**src/rtl/tx_arbiter_pkg.sv**
```systemverilog
// Shared constants and state encoding for the TX channel arbiter.
package tx_arbiter_pkg;

  localparam int TX_CMD_BITS = 3;

  // Owner tag stored per outstanding reply.
  localparam logic TX_OWNER_SCHED = 1'b1;
  localparam logic TX_OWNER_PF    = 1'b0;

  typedef enum logic [1:0] {
    ST_IDLE   = 2'd0,
    ST_BUSY_S = 2'd1,
    ST_BUSY_P = 2'd2
  } tx_state_t;

endpackage

```
**src/rtl/tx_reply_tag_fifo.sv**
```systemverilog
// One-bit-wide FIFO of reply owner tags. Head is the owner of the oldest
// outstanding reply. Push when full and pop when empty are dropped.
module tx_reply_tag_fifo #(
  parameter int DEPTH = 2
) (
  input  logic                       clk,
  input  logic                       rst_n,
  input  logic                       i_push,
  input  logic                       i_push_tag,
  input  logic                       i_pop,
  output logic                       o_head,
  output logic [$clog2(DEPTH):0]     o_count,
  output logic                       o_full,
  output logic                       o_empty
);

  localparam int PW = $clog2(DEPTH);
  localparam int CW = PW + 1;

  logic [DEPTH-1:0] r_mem;
  logic [PW-1:0]    r_wr_ptr;
  logic [PW-1:0]    r_rd_ptr;
  logic [CW-1:0]    r_count;
  logic             w_do_push;
  logic             w_do_pop;

  assign o_full    = (r_count == CW'(DEPTH));
  assign o_empty   = (r_count == '0);
  assign o_count   = r_count;
  assign o_head    = r_mem[r_rd_ptr];
  assign w_do_push = i_push && !o_full;
  assign w_do_pop  = i_pop && !o_empty;

  // Storage, pointers (wrap modulo DEPTH) and occupancy count.
  always_ff @(posedge clk or negedge rst_n) begin
    if (!rst_n) begin
      r_mem    <= '0;
      r_wr_ptr <= '0;
      r_rd_ptr <= '0;
      r_count  <= '0;
    end else begin
      if (w_do_push) begin
        r_mem[r_wr_ptr] <= i_push_tag;
        r_wr_ptr        <= r_wr_ptr + PW'(1);
      end
      if (w_do_pop) begin
        r_rd_ptr <= r_rd_ptr + PW'(1);
      end
      case ({w_do_push, w_do_pop})
        2'b10:   r_count <= r_count + CW'(1);
        2'b01:   r_count <= r_count - CW'(1);
        default: r_count <= r_count;
      endcase
    end
  end

endmodule

```
**src/rtl/tx_arbiter.sv**
```systemverilog
// Arbitrates the serial TX channel between the instruction scheduler and
// the PC prefetcher, and steers RX reply completions back to the issuer.
//
// Command handshake: tx_command_valid/tx_command are held while a grant
// exists in IDLE; the command transfers in the cycle where
// tx_command_valid && tx_command_started, and the winner sees *_started
// in that same cycle. tx_command_started without a grant is ignored.
module tx_arbiter
  import tx_arbiter_pkg::*;
#(
  parameter int NSHIFT      = 2,
  parameter int CMD_BITS    = TX_CMD_BITS,
  parameter int MAX_PENDING = 2
) (
  input  logic                          clk,
  input  logic                          rst_n,
  input  logic                          sched_cmd_valid,
  input  logic [CMD_BITS-1:0]           sched_cmd,
  input  logic                          sched_reply_wanted,
  input  logic                          sched_reserve,
  input  logic [NSHIFT-1:0]             sched_data,
  output logic                          sched_started,
  output logic                          sched_data_next,
  input  logic                          pf_cmd_valid,
  input  logic [CMD_BITS-1:0]           pf_cmd,
  input  logic [NSHIFT-1:0]             pf_data,
  output logic                          pf_started,
  output logic                          pf_data_next,
  output logic                          tx_command_valid,
  output logic [CMD_BITS-1:0]           tx_command,
  input  logic                          tx_command_started,
  output logic [NSHIFT-1:0]             tx_data,
  input  logic                          tx_data_next,
  input  logic                          tx_done,
  input  logic                          rx_done,
  output logic                          rx_owner_sched,
  output logic                          rx_done_sched,
  output logic                          rx_done_pf,
  output logic [$clog2(MAX_PENDING):0]  pending_count,
  output logic                          reply_underflow,
  output logic [1:0]                    dbg_state
);

  tx_state_t r_state;
  tx_state_t w_next_state;
  logic      r_underflow;
  logic      w_grant_s;
  logic      w_grant_p;
  logic      w_push;
  logic      w_push_tag;
  logic      w_head;
  logic      w_full;
  logic      w_empty;

  tx_reply_tag_fifo #(.DEPTH(MAX_PENDING)) u_tag_fifo (
    .clk        (clk),
    .rst_n      (rst_n),
    .i_push     (w_push),
    .i_push_tag (w_push_tag),
    .i_pop      (rx_done),
    .o_head     (w_head),
    .o_count    (pending_count),
    .o_full     (w_full),
    .o_empty    (w_empty)
  );

  // Reply steering uses the pre-pop head; nothing is steered when empty.
  assign rx_owner_sched  = w_head && !w_empty;
  assign rx_done_sched   = rx_done && !w_empty && w_head;
  assign rx_done_pf      = rx_done && !w_empty && !w_head;
  assign reply_underflow = r_underflow;
  assign dbg_state       = r_state;

  // State register.
  always_ff @(posedge clk or negedge rst_n) begin
    if (!rst_n) r_state <= ST_IDLE;
    else        r_state <= w_next_state;
  end

  // Sticky underflow flag: rx_done arrived with no reply outstanding.
  always_ff @(posedge clk or negedge rst_n) begin
    if (!rst_n)                  r_underflow <= 1'b0;
    else if (rx_done && w_empty) r_underflow <= 1'b1;
  end

  // Grant, next-state and channel routing; scheduler has fixed priority.
  always_comb begin
    w_next_state     = r_state;
    w_grant_s        = 1'b0;
    w_grant_p        = 1'b0;
    w_push           = 1'b0;
    w_push_tag       = TX_OWNER_PF;
    tx_command_valid = 1'b0;
    tx_command       = '0;
    tx_data          = '0;
    sched_started    = 1'b0;
    sched_data_next  = 1'b0;
    pf_started       = 1'b0;
    pf_data_next     = 1'b0;
    case (r_state)
      ST_IDLE: begin
        w_grant_s = sched_cmd_valid && (!sched_reply_wanted || !w_full);
        w_grant_p = !w_grant_s && pf_cmd_valid && !sched_reserve && !w_full;
        if (w_grant_s) begin
          tx_command_valid = 1'b1;
          tx_command       = sched_cmd;
          if (tx_command_started) begin
            sched_started = 1'b1;
            w_next_state  = ST_BUSY_S;
            w_push        = sched_reply_wanted;
            w_push_tag    = TX_OWNER_SCHED;
          end
        end else if (w_grant_p) begin
          tx_command_valid = 1'b1;
          tx_command       = pf_cmd;
          if (tx_command_started) begin
            pf_started   = 1'b1;
            w_next_state = ST_BUSY_P;
            w_push       = 1'b1;
            w_push_tag   = TX_OWNER_PF;
          end
        end
      end
      ST_BUSY_S: begin
        tx_data         = sched_data;
        sched_data_next = tx_data_next;
        if (tx_done) w_next_state = ST_IDLE;
      end
      ST_BUSY_P: begin
        tx_data      = pf_data;
        pf_data_next = tx_data_next;
        if (tx_done) w_next_state = ST_IDLE;
      end
      default: w_next_state = ST_IDLE;
    endcase
  end

endmodule

```
**config.mk**
```make
export PLATFORM = sky130hd
export DESIGN_NAME = tx_arbiter
export DESIGN_NICKNAME = d
export VERILOG_FILES = /design/src/rtl/tx_arbiter_pkg.sv /design/src/rtl/tx_reply_tag_fifo.sv /design/src/rtl/tx_arbiter.sv
export SDC_FILE = /design/constraint.sdc
export NUM_CORES = 1
export LEC_CHECK = 0
export ABC_AREA = 1
export ABC_CLOCK_PERIOD_IN_PS = 2500
export BUFFER_PORTS_ARGS = -buffer_cell sky130_fd_sc_hd__buf_2
export CORE_MARGIN = 5
export CORE_UTILIZATION = 43
export DETAILED_ROUTE_END_ITERATION = 16
export GPL_ROUTABILITY_DRIVEN = 0
export GPL_TIMING_DRIVEN = 0
export PLACE_DENSITY = 0.77
export SLEW_MARGIN = 20
export SYNTH_ARGS = -nofsm -noshare
export SYNTH_HDL_FRONTEND = slang
export SYNTH_SLANG_ARGS = --single-unit
```
**constraint.sdc**
```tcl
create_clock -name clk -period 2.5 [get_ports clk]
set_clock_uncertainty 0.15 [all_clocks]
set_input_delay 0.125 -clock clk [delete_from_list [all_inputs] [get_ports clk]]
set_output_delay 0.125 -clock clk [all_outputs]
set_load 0.02 [all_outputs]
```
==> out/qor.txt, run 1 <==
die area - 2580 um^2
Slew Viols, Final - 0
Clock Sinks - 9
Worst-path clk slew - 60 ps
Compound-Gate Fraction of Synth Area - 0.0858
nets@finish - 165
final worst slack - 405 ps
adder-cell area share of the yosys netlist - 0.0701
Pre-antenna DRT Iters - 4
Slew HR - 0.701
synthesized area per cell - 7.37 um^2
xor and xnor area share after synthesis - 0.0368
area of placed instances - 920 um^2
critical path launch point type - flop
hold_ws - 74.6 ps
setup bufs post-CTS - 0
ranking of synthesized cells by area - dfrtp_1 (32%), nand2_1 (11%), inv_1 (10%)
# diodes - 0
final setup vio count - 0
CTS root buf - clkbuf_4
vias - 733
final setup TNS - 0 ps
minimum clock period - 2100 ps
max-cap check violation count - 0
CP max-delay cell - dfrtp_1
mux share of post-synthesis cell area - 0
yosys warns - 0
global-route wire length before repair - 2660 um
RSZ-0062 raised after global routing - no
crit-path most repeated cell - ha_1
IO Port Bufs - 37
Hold WC Path Type - in2reg
Worst Setup End Kind - flop
Critical Path Fanout Max - 6
Max Fclk - 477 MHz
worst-path cell chain - inv_1 -> ha_1 -> nand2_2 -> nor2_4 -> nand2_1 -> ha_1 -> a21oi_1 -> o21ai_0 -> xor2_1
HPWL Detailed - 1380 um
Tcrit/Tclk final - 0.838
DRT Wirelength - 1620 um
internal power - 486 uW
placed cells - 150
Synth area leader - dfrtp_1
core area - 1540 um^2
Initial Util - 0.463
P&R area growth vs syn - 35.2%
Post-Synth Simple-Gate Area - 0.387
Avg WL per Cell - 10.4 um
Pleak - 0.570 nW
Final Non-Filler Cells - 156
layout cells sized above 1 - 0.379
P_sw - 496 uW
Synth Net Count - 121
register area share after synthesis - 0.315
Synth cell types - 20
Die H - 50.8 um
outcome - finished, final reports clean
number of nets still failing antenna checks after routing - 0
drt drc - 0
Via density - 4.70
TritonCTS buffer count - 3
# rows - 14
largest family of logic cells by synthesized area - simple AND/OR/NAND/NOR gates
pin count of the biggest net entering global routing - 10
clock share of power - 0.109
Worst Setup Path Type - reg2reg
Finished Cell Area - 966 um^2
die span in x - 50.8 um
synthesized flop and latch total - 9
Worst Path Required - 2490 ps
TritonCTS clock tree - done
clk_lat worst skew - 260 ps
Max Buffers Root-to-Sink - 2
H-tree Lvls - 1
Max VDD drop - 0.000653 V
sw frac - 0.505
gate count of the mapped netlist - 97
fill count - 146
power per standard cell area - 1020 nW/um^2
worst slack at placement - 386 ps
top cell type's share of synthesized area - 0.315
GRT Total Usage - 0.133
power share of the combinational group - 0.615
initial antenna violation count - 0
Tot Pwr - 982 uW
number of global-route vias before repair - 635
Finished Core Util - 0.627
DRT iter0 DRCs - 8
Slew @ Worst Pin - 444 ps
Fin. Hold Viols - 0
slowest cell delay on critical path - 400 ps
Sequential Power Share - 0.276
I/O Pins - 38
Post-Syn Area - 714 um^2
WP data arrival - 2080 ps
total gr overflow - 0
## power by group through the flow
| stage | Clock (mW) | Combinational, mW | Sequential [mW] |
|---|---|---|---|
| after floorplan | 0 | 0.419 | 0.296 |
| after global placement | 0 | 0.596 | 0.269 |
| after detailed placement | 0 | 0.609 | 0.273 |
| after CTS | 0.112 | 0.613 | 0.271 |
| after global routing | 0.125 | 0.676 | 0.285 |
| final | 0.107 | 0.603 | 0.271 |
## path summary, 6_finish.rpt
kind	slack (ps)	startpoint	to	cells after the start
hold / removal	70	tx_done	dbg_state[1]	4
min in group asynchronous	100	rst_n	reply_underflow	2
max in group asynchronous	1910	rst_n	dbg_state[0]	2
setup reg to reg	400	dbg_state[0]	u_tag_fifo.o_count[1]	9
hold reg to reg	320	reply_underflow	reply_underflow	1
setup / recovery	400	dbg_state[0]	u_tag_fifo.o_count[1]	9
## kinds of logic after synthesis
kind of cell               Yosys count
xor gates and xnor gates             3
and+or+nand+nor                     50
AOI/OAI and AO/OA                   11
adders and majority gates            4
DFF                                  9
buffers and inverters               20
## Yosys cell counts
cell,number
nand2_4,1
or2_2,2
nand3_4,2
nand3_1,6
nand2_1,20
nand2_2,4
nand4_1,4
inv_1,19
nor2_1,8
nor2_4,2
a21o_1,1
xnor2_1,1
dfrtp_1,9
ha_1,4
o21ai_0,4
inv_2,1
xor2_1,2
a21oi_1,3
nand3_2,1
o22ai_1,3
## cells in the final DEF, fill, tap and decap left out, types with 3 or more instances in the layout
cell / instances
inv_1: 19
dfrtp_1: 9
o21ai_0: 4
nor2_1: 8
nand2_1: 20
buf_2: 37
o22ai_1: 3
nand4_1: 4
a21oi_1: 3
nand3_1: 6
clkbuf_4: 3
nand2_2: 4
ha_1: 4
## critical path, delay by kind of cell, from the launching register on
kind / cells / cell delay [ps]
compound gates: 2 / 220
xor+xnor: 1 / 150
fa+ha+maj: 2 / 610
simple gates: 3 / 350
buf+inv: 1 / 90
flops: 1 / 400
## layout make-up
cell class                      count  area, um^2  share of cell area
Clock buffer                        4        26.3              0.0272
Inverter                           20        75.1              0.0777
Multi-Input combinational cell     68         414               0.429
Sequential cell                     9         225               0.233
Tap cell                           16        20.0              0.0207
Timing Repair Buffer               39         205               0.212
## state kept, by name, summed over array words and instances, names as in the netlist
register and flops:
reply_underflow 1, u_tag_fifo.o_count 2, dbg_state 2, u_tag_fifo.r_mem 2, u_tag_fifo.r_wr_ptr 1, u_tag_fifo.r_rd_ptr 1
## timing repair
| item | CTS | global route |
|---|---|---|
| gates resized for setup | 0 | 0 |
| endpoints found under the hold margin | 10 | 0 |
| hold buffers | 2 | 0 |
| endpoints found under the setup margin | 0 | 0 |
## metal layers
layer | GRT usage | vias up | wire, um
li1 | - | 394 | -
met1 | 0.166 | 313 | 737
met4 | 0.0638 | 0 | 31
met2 | 0.213 | 22 | 744
met5 | 0 | - | 0
met3 | 0.0296 | 4 | 109
Note: power is estimated with default switching activity, not from simulation.
==> run 2, diff against run 1 <==
--- a/config.mk
+++ b/config.mk
@@ -6,7 +6,7 @@
 export NUM_CORES = 1
 export LEC_CHECK = 0
 export ABC_AREA = 1
-export ABC_CLOCK_PERIOD_IN_PS = 2500
+export ABC_CLOCK_PERIOD_IN_PS = 2200
 export BUFFER_PORTS_ARGS = -buffer_cell sky130_fd_sc_hd__buf_2
 export CORE_MARGIN = 5
 export CORE_UTILIZATION = 43
==> constraint.sdc (replaced) <==
create_clock -name clk -period 2.2 [get_ports clk]
set_clock_uncertainty 0.15 [all_clocks]
set_input_delay 0.11 -clock clk [delete_from_list [all_inputs] [get_ports clk]]
set_output_delay 0.11 -clock clk [all_outputs]
set_load 0.02 [all_outputs]
==> run 2 against run 1 <==
Effect of this change: sequential power rose by 14%; hold slack got worse by 5.2 ps; sequential share of layout area fell by 0.060 points; critical path type unchanged.
==> out/qor.txt, run 2 (synthesized netlist as in run 1, its figures left out) <==
clk_lat worst skew - 260 ps (about the same)
HPWL Detailed - 1380 um (unchanged)
number of nets still failing antenna checks after routing - 0 (unchanged)
Tcrit/Tclk final - 0.919 (was 0.838)
final setup vio count - 0 (unchanged)
I/O Pins - 38 (unchanged)
Max Fclk - 495 MHz (was 477 MHz)
TritonCTS buffer count - 3 (unchanged)
DRT iter0 DRCs - 8 (unchanged)
die area - 2580 um^2 (unchanged)
core area - 1540 um^2 (unchanged)
vias - 734 (was 733)
Critical Path Fanout Max - 6 (unchanged)
layout cells sized above 1 - 0.386 (was 0.379)
Worst Path Required - 2190 ps (was 2490 ps)
final setup TNS - 0 ps (unchanged)
# diodes - 0 (unchanged)
initial antenna violation count - 0 (unchanged)
Slew @ Worst Pin - 444 ps (about the same)
Max Buffers Root-to-Sink - 2 (unchanged)
global-route wire length before repair - 2660 um (unchanged)
P&R area growth vs syn - 35.6% (was 35.2%)
Clock Sinks - 9 (unchanged)
Die H - 50.8 um (unchanged)
Pleak - 0.569 nW (was 0.570 nW)
minimum clock period - 2020 ps (was 2100 ps)
Tot Pwr - 1.12 mW (was 982 uW)
Finished Cell Area - 968 um^2 (was 966 um^2)
most frequent cells in the layout - buf_2 (37), nand2_1 (20), inv_1 (19), dfrtp_1 (9), nor2_1 (8) (unchanged)
Pre-antenna DRT Iters - 4 (unchanged)
DRT Wirelength - 1650 um (was 1620 um)
Max VDD drop - 0.000742 V (was 0.000653 V)
outcome - finished, final reports clean (unchanged)
H-tree Lvls - 1 (unchanged)
setup bufs post-CTS - 0 (unchanged)
global routing's busiest layer - met2 (unchanged)
nets@finish - 165 (unchanged)
met2 usage - 0.213 (unchanged)
Slew Viols, Final - 0 (unchanged)
total gr overflow - 0 (unchanged)
critical path launch point type - flop (unchanged)
max-cap check violation count - 0 (unchanged)
drt drc - 0 (unchanged)
IO Port Bufs - 37 (unchanged)
GRT Total Usage - 0.133 (unchanged)
placed cells - 150 (unchanged)
commonest non-fill, non-tap cell in the layout - buf_2 (unchanged)
number of global-route vias before repair - 635 (unchanged)
Hold WC Path Type - in2reg (unchanged)
area of placed instances - 920 um^2 (unchanged)
Worst Setup End Kind - flop (unchanged)
Fin. Hold Viols - 0 (unchanged)
power per standard cell area - 1160 nW/um^2 (was 1020 nW/um^2)
GR Util met3 - 0.0296 (unchanged)
TritonCTS clock tree - done (unchanged)
Worst-path clk slew - 60 ps (about the same)
Via density - 4.71 (was 4.70)
die span in x - 50.8 um (unchanged)
pin count of the biggest net entering global routing - 10 (unchanged)
Final Non-Filler Cells - 156 (unchanged)
met1 usage - 0.166 (unchanged)
CTS root buf - clkbuf_4 (unchanged)
RSZ-0062 raised after global routing - no (unchanged)
Initial Util - 0.463 (unchanged)
Avg WL per Cell - 10.5 um (was 10.4 um)
Slew HR - 0.701 (unchanged)
fill count - 147 (was 146)
Finished Core Util - 0.628 (was 0.627)
WP data arrival - 2010 ps (was 2080 ps)
Worst Setup Path Type - reg2reg (unchanged)
# rows - 14 (unchanged)
run 2: cell type report:
type | instances | area [um^2] | share of cell area
tap | 16 | 20.0 | 0.0207
inverter | 20 | 75.1 | 0.0775
timing repair buffer | 39 | 205 | 0.212
clock buffer | 4 | 26.3 | 0.0271
sequential | 9 | 225 | 0.233
multi-input combinational | 68 | 417 | 0.430
run 2: worst max-delay path, cell delays in order (launching register included):
cell and delay, ps:
dfrtp_1 400, inv_1 90, ha_2 260, nand2_2 100, nor2_4 140, nand2_1 90, ha_1 300, a21oi_1 110
o21ai_0 110, xor2_1 150
run 2: per-stage QoR:
step                      hold slack [ps]  setup WS [ps]
after floorplan                      -336            121
after global placement               -184            120
after detailed placement             -181           86.1
after CTS                            49.6           87.5
after global routing                 77.2           36.5
final                                69.4            178
run 2: routing by layer:
metal / share of wire / vias up
met4: 0.019 / 0
met2: 0.46 / 22
met1: 0.45 / 314
met5: 0 / -
met3: 0.067 / 4
li1: - / 394
run 2: repair_timing:
action,in CTS,in global routing
endpoints found under the hold margin,10,0
endpoints found under the setup margin,0,1
gates resized for setup,0,1
hold buffers,2,0
run 2: worst paths after layout:
kind / start / to / slack, ps / cells after the start
max in group asynchronous: rst_n / dbg_state[0] / 1630 / 2
hold reg to reg: reply_underflow / reply_underflow / 320 / 1
hold / removal: tx_done / dbg_state[1] / 70 / 4
min in group asynchronous: rst_n / reply_underflow / 90 / 2
setup reg to reg: dbg_state[0] / u_tag_fifo.o_count[1] / 180 / 9
setup / recovery: dbg_state[0] / u_tag_fifo.o_count[1] / 180 / 9
run 2: power breakdown:
part / total (mW) / leakage (nW) / internal (mW) / switching [mW]
Sequential: 0.308 / 0.110 / 0.235 / 0.0738
Clock: 0.122 / 0.0150 / 0.0695 / 0.0521
Combinational: 0.691 / 0.444 / 0.252 / 0.439
Total: 1.12 / 0.569 / 0.556 / 0.565
